$ cat config.mk
export PLATFORM = sky130hd
export DESIGN_NAME = mux_key_reg_flat
export DESIGN_NICKNAME = d
export VERILOG_FILES = /design/src/rtl/mux_key_reg_if.sv /design/src/rtl/mux_key_reg.sv /design/src/flat_wrapper.sv
export SDC_FILE = /design/constraint.sdc
export NUM_CORES = 1
export LEC_CHECK = 0
export ABC_AREA = 1
export CORE_UTILIZATION = 36
export CTS_BUF_LIST = sky130_fd_sc_hd__clkbuf_2 sky130_fd_sc_hd__clkbuf_4 sky130_fd_sc_hd__clkbuf_8
export DETAILED_ROUTE_END_ITERATION = 16
export PLACE_DENSITY_LB_ADDON = 0.1
export RECOVER_POWER = 50
export SYNTH_ARGS = -nofsm -noshare
export SYNTH_HDL_FRONTEND = slang
export SYNTH_SLANG_ARGS = --single-unit
$ cat constraint.sdc
create_clock -name clk -period 1.28 [get_ports clk]
set_clock_uncertainty 0.1 [all_clocks]
set_input_delay 0.256 -clock clk [delete_from_list [all_inputs] [get_ports clk]]
set_output_delay 0.256 -clock clk [all_outputs]
set_load 0.03 [all_outputs]
$ cat src/rtl/mux_key_reg_if.sv
// mux_key_reg_if: bundles the selector inputs, load enable and results of
// mux_key_reg.
//   key         - selection key
//   lut         - packed {key,data} entries, entry 0 in the lowest bits
//   default_out - value selected when no entry key matches
//   wen         - register load enable
//   mux_out     - combinational selected value
//   hit         - combinational, some entry key equals key
//   q           - registered value
// master drives the inputs and reads the results; slave is the block itself.
interface mux_key_reg_if #(
    parameter int NR_KEY   = 2,
    parameter int KEY_LEN  = 1,
    parameter int DATA_LEN = 32
) ();
    logic [KEY_LEN-1:0]                   key;
    logic [NR_KEY*(KEY_LEN+DATA_LEN)-1:0] lut;
    logic [DATA_LEN-1:0]                  default_out;
    logic                                 wen;
    logic [DATA_LEN-1:0]                  mux_out;
    logic                                 hit;
    logic [DATA_LEN-1:0]                  q;

    modport master (
        output key, lut, default_out, wen,
        input  mux_out, hit, q
    );

    modport slave (
        input  key, lut, default_out, wen,
        output mux_out, hit, q
    );
endinterface

$ cat src/rtl/mux_key_reg.sv
// mux_key_reg: keyed multiplexer feeding a loadable holding register.
// Typical use is the PC path: select pc+4 or a jump target and hold it.
//   clk   - rising-edge clock for q
//   rst_n - asynchronous active-low reset, q = RESET_VAL while low
//   bus   - slave side of mux_key_reg_if (key, lut, default_out, wen in;
//           mux_out, hit, q out)
// mux_out/hit are purely combinational from key, lut and default_out; q
// loads mux_out on a rising edge when wen is high.
module mux_key_reg #(
    parameter int                  NR_KEY    = 2,
    parameter int                  KEY_LEN   = 1,
    parameter int                  DATA_LEN  = 32,
    parameter logic [DATA_LEN-1:0] RESET_VAL = 32'h8000_0000
) (
    input  logic          clk,
    input  logic          rst_n,
    mux_key_reg_if.slave  bus
);
    localparam int P = KEY_LEN + DATA_LEN;

    logic [DATA_LEN-1:0] sel;
    logic                found;
    logic [DATA_LEN-1:0] q_r;

    // Lowest-index match wins. An unknown key makes the equality unknown,
    // which the if treats as false, so X keys fall through to the default.
    always_comb begin
        sel   = bus.default_out;
        found = 1'b0;
        for (int unsigned i = 0; i < NR_KEY; i++) begin
            if (!found && (bus.lut[i*P+DATA_LEN +: KEY_LEN] == bus.key)) begin
                sel   = bus.lut[i*P +: DATA_LEN];
                found = 1'b1;
            end
        end
    end

    always_ff @(posedge clk or negedge rst_n) begin
        if (!rst_n) begin
            q_r <= RESET_VAL;
        end else if (bus.wen) begin
            q_r <= sel;
        end
    end

    assign bus.mux_out = sel;
    assign bus.hit     = found;
    assign bus.q       = q_r;
endmodule

$ cat src/flat_wrapper.sv
// flat-port wrapper written by rule: the top's interface ports become plain ports
module mux_key_reg_flat 
#(
    parameter int                  NR_KEY    = 2,
    parameter int                  KEY_LEN   = 1,
    parameter int                  DATA_LEN  = 32,
    parameter logic [DATA_LEN-1:0] RESET_VAL = 32'h8000_0000
)
  (clk, rst_n, bus_key, bus_lut, bus_default_out, bus_wen, bus_mux_out, bus_hit, bus_q);
  mux_key_reg_if #(.NR_KEY(NR_KEY), .KEY_LEN(KEY_LEN), .DATA_LEN(DATA_LEN)) bus_i ();
  input  logic clk;
  input  logic rst_n;
  input wire logic [$bits(bus_i.key)-1:0] bus_key;
  input wire logic [$bits(bus_i.lut)-1:0] bus_lut;
  input wire logic [$bits(bus_i.default_out)-1:0] bus_default_out;
  input wire logic [$bits(bus_i.wen)-1:0] bus_wen;
  output wire logic [$bits(bus_i.mux_out)-1:0] bus_mux_out;
  output wire logic [$bits(bus_i.hit)-1:0] bus_hit;
  output wire logic [$bits(bus_i.q)-1:0] bus_q;
  assign bus_i.key = bus_key;
  assign bus_i.lut = bus_lut;
  assign bus_i.default_out = bus_default_out;
  assign bus_i.wen = bus_wen;
  assign bus_mux_out = bus_i.mux_out;
  assign bus_hit = bus_i.hit;
  assign bus_q = bus_i.q;
  mux_key_reg #(.NR_KEY(NR_KEY), .KEY_LEN(KEY_LEN), .DATA_LEN(DATA_LEN), .RESET_VAL(RESET_VAL)) u_core (.clk(clk), .rst_n(rst_n), .bus(bus_i));
endmodule
==> results of run 1 <==
==> stage by stage <==
step                      utilization  instance area [um2]
after floorplan                     -                 2630
after global placement         0.6887                 4373
after detailed placement       0.6887                 4373
after CTS                      0.7923                 5031
after global routing           0.8032                 5100
final                          0.8032                 5100
==> cell type report <==
| class | instances | area (um2) | area share |
|---|---|---|---|
| Clock inverter | 2 | 35.03 | 0.006869 |
| Inverter | 68 | 272.8 | 0.05348 |
| Timing Repair Buffer | 212 | 2042 | 0.4004 |
| Clock buffer | 6 | 76.32 | 0.01497 |
| Sequential cell | 32 | 802.0 | 0.1573 |
| Tap cell | 77 | 96.34 | 0.01889 |
| Antenna cell | 1 | 2.502 | 0.0004907 |
| Multi-Input combinational cell | 266 | 1773 | 0.3476 |
==> synthesized netlist by cell type <==
| library cell | n | area [um2] |
|---|---|---|
| buf_1 | 3 | 11.26 |
| buf_2 | 15 | 75.07 |
| buf_6 | 3 | 33.78 |
| clkbuf_1 | 7 | 26.28 |
| dfrtp_1 | 31 | 775.7 |
| dfstp_2 | 1 | 26.28 |
| inv_1 | 67 | 251.5 |
| inv_2 | 1 | 3.750 |
| nand2_1 | 135 | 506.7 |
| nand2_2 | 1 | 6.260 |
| nand2_4 | 1 | 11.26 |
| nand3_1 | 129 | 645.6 |
==> power by group through the flow <==
stage	Clock [W]	Combinational [W]	Sequential (W)
floorplan	0	0.000983	0.00153
finish	0.00101	0.00262	0.00123
global placement	0	0.00225	0.00124
CTS	0.00102	0.00257	0.00123
detailed placement	0	0.00228	0.00125
global route	0.00108	0.00277	0.00125
==> metal layers <==
| metal | vias to the layer above | share of wire |
|---|---|---|
| met5 | - | 0 |
| met1 | 1558 | 0.38 |
| met2 | 155 | 0.52 |
| met3 | 25 | 0.076 |
| met4 | 0 | 0.028 |
| li1 | 1605 | - |
==> repair_timing <==
action | in CTS | in global routing
endpoints found under the setup margin | 66 | 37
hold buffers | 1 | 0
gates cloned | 1 | 0
setup buffers | 7 | 1
resized for setup | 121 | 17
pin swaps | 22 | 10
endpoints found under the hold margin | 31 | 0
==> cell families (layout without fill, tap and decap cells) <==
family | after synthesis | in the layout | share of synthesized area
flip-flops | 32 | 32 | 0.3379
buffers and inverters | 96 | 288 | 0.1692
other | 0 | 1 | 0
AND/OR/NAND/NOR | 266 | 266 | 0.4929
==> worst max-delay path by stage <==
stage / slack, ps / depth (start not counted) / startpoint / endpoint
5_1_grt: -360 / 10 / bus_key / bus_mux_out[18]
2_1_floorplan: -10 / 7 / bus_lut[32] / bus_mux_out[10]
3_5_place_dp: -840 / 9 / bus_key / bus_mux_out[2]
6_report: -320 / 10 / bus_key / bus_mux_out[17]
3_3_place_gp: -770 / 9 / bus_lut[32] / bus_mux_out[3]
4_1_cts: -290 / 10 / bus_key / bus_mux_out[31]
==> cell usage in the layout (no fill, tap or decap), drive strengths merged <==
master	Yosys	routed
clkdlybuf4s50	0	93
buf	21	110
bufinv	0	1
dlygate4sd2	0	3
clkbuf	7	10
nand3	129	129
inv	68	67
clkinv	0	2
diode	0	1
nand2	137	137
dfstp	1	1
dlygate4sd3	0	2
dfrtp	31	31
==> impl_results.md, run 1 <==
- Status: finished with violations
- Failing checks: setup timing
- Post-Syn Instances: 394
- Inserted Clock Buffers: 5
- Syn_nets: 496
- Power share of the clock group: 0.208
- Clock transition at path regs: 70 ps
- Power Internal: 0.002927 W
- Slew HR: 0.6675
- Unique masters post-synth: 12
- Final Cycle Share: 1.251
- Placed cells: 648
- Reg-to-reg slack, setup: 440 ps
- # setup viols final: 34
- Logic pwr share: 0.538
- H-tree depth: 2
- Final ANT Viol Nets: 0
- DP Wirelength: 7020 um
- Total negative slack: -8885 ps
- Worst setup margin: -321.9 ps
- Total GRT Usage: 0.3017
- Capture point of the worst reg-to-reg path: u_core.bus.q[31]$_DFFE_PN1P_
- Fmax: 624.3 MHz
- Cell Chain, Critical Path: buf_12 -> clkinv_8 -> nand2_8 -> nand2_8 -> nand2_8 -> buf_12 -> buf_12 -> nand3_4 -> nand2_4 -> buf_6
- Via Count: 3343
- Slew Viols, Final: 0
- WP data required: 920 ps
- Crit-path leading delay family: buffers and inverters
- Drt pass-1 iters: 4
- Pwr Total: 0.004860 W
- FF+latch count, synth: 32
- CTS tree: built
- Vias per std cell: 5.035
- Mapped cell area: 2374 um2
- Maximum VDD drop: 0.6354 mV
- WL/cell: 15.29 um
- Core area: 6350 um2
- Max-Cap Viols: 0
- Minimum clock period after layout: 1602 ps
- Seq pwr share: 0.254
- Fillers: 442
- GPL Wtd Cong: 0.7822
- Worst slew pin tran: 498.7 ps
- Final Routed Wirelength: 10150 um
- Power per standard cell area: 952.9 nW/um2
- Die Ht: 83.20 um
- Max Root-Sink Buffers: 2
- R2R Path Start: u_core.bus.q[31]$_DFFE_PN1P_
- Critical path buffers and inverters: 5
- Largest net degree at the start of global routing: 20
- Worst path slowest cell: buf_12
- Initial antenna violation count: 1
- Max reg flops: 32
- GR Overflow Total: 0
- Hold Fails Final Rpt: 0
- GR Util met3: 0.07753
- Max incr delay on CP: 140 ps
- CP Capture Type: output port
- Critical Path Start Type: input port
- Worst hold path class: input port to async pin
- Largest fanout on the critical path: 6
- Layout cells sized above 1: 0.3464
- Sequential area share after synthesis: 0.3379
- Met1 Resource Use GR: 0.3421
- I/O Pins: 167
- Nets: 687
- RSZ-0062 raised after global routing: yes
- Placement row count: 29
- Sink Count: 32
- Area Growth Syn to Fin: 114.9%
- Clk_lat worst skew: 290 ps
- # port buffers: 166
- Post-route DRC: 0
- Pleak: 2.707 nW
- Minimum hold slack: 332.2 ps
- Grt peak-use layer: met2
- Die area: 6922 um2
- Met2 usage: 0.5276
- Sw Share: 0.3977
- Vias in the first global route: 3461
- Starting Density: 0.3738
- Root buffer cell: clkbuf_8
- Mean area per synthesized cell: 6.024 um2
- DRT iter0 DRCs: 193
- Syn. warnings: 0
- Worst EP arrival: 1250 ps
- Pre-CTS setup slack: -837.1 ps
- Final Instance Count excl. Fillers: 664
- NetSw: 0.001933 W
- WS Path Type: input port to output port
- Global-route wire length before repair: 16630 um
- Die width: 83.20 um
- Reg2reg path depth: 2
No activity file was read; power rests on OpenSTA's default activity.
==> inputs of run 2 (changes only) <==
Settings changed: ABC_CLOCK_PERIOD_IN_PS from default to 1280.
==> results of run 2 <==
Same layout as run 1: the final DEF is identical, and so are final timing and power.
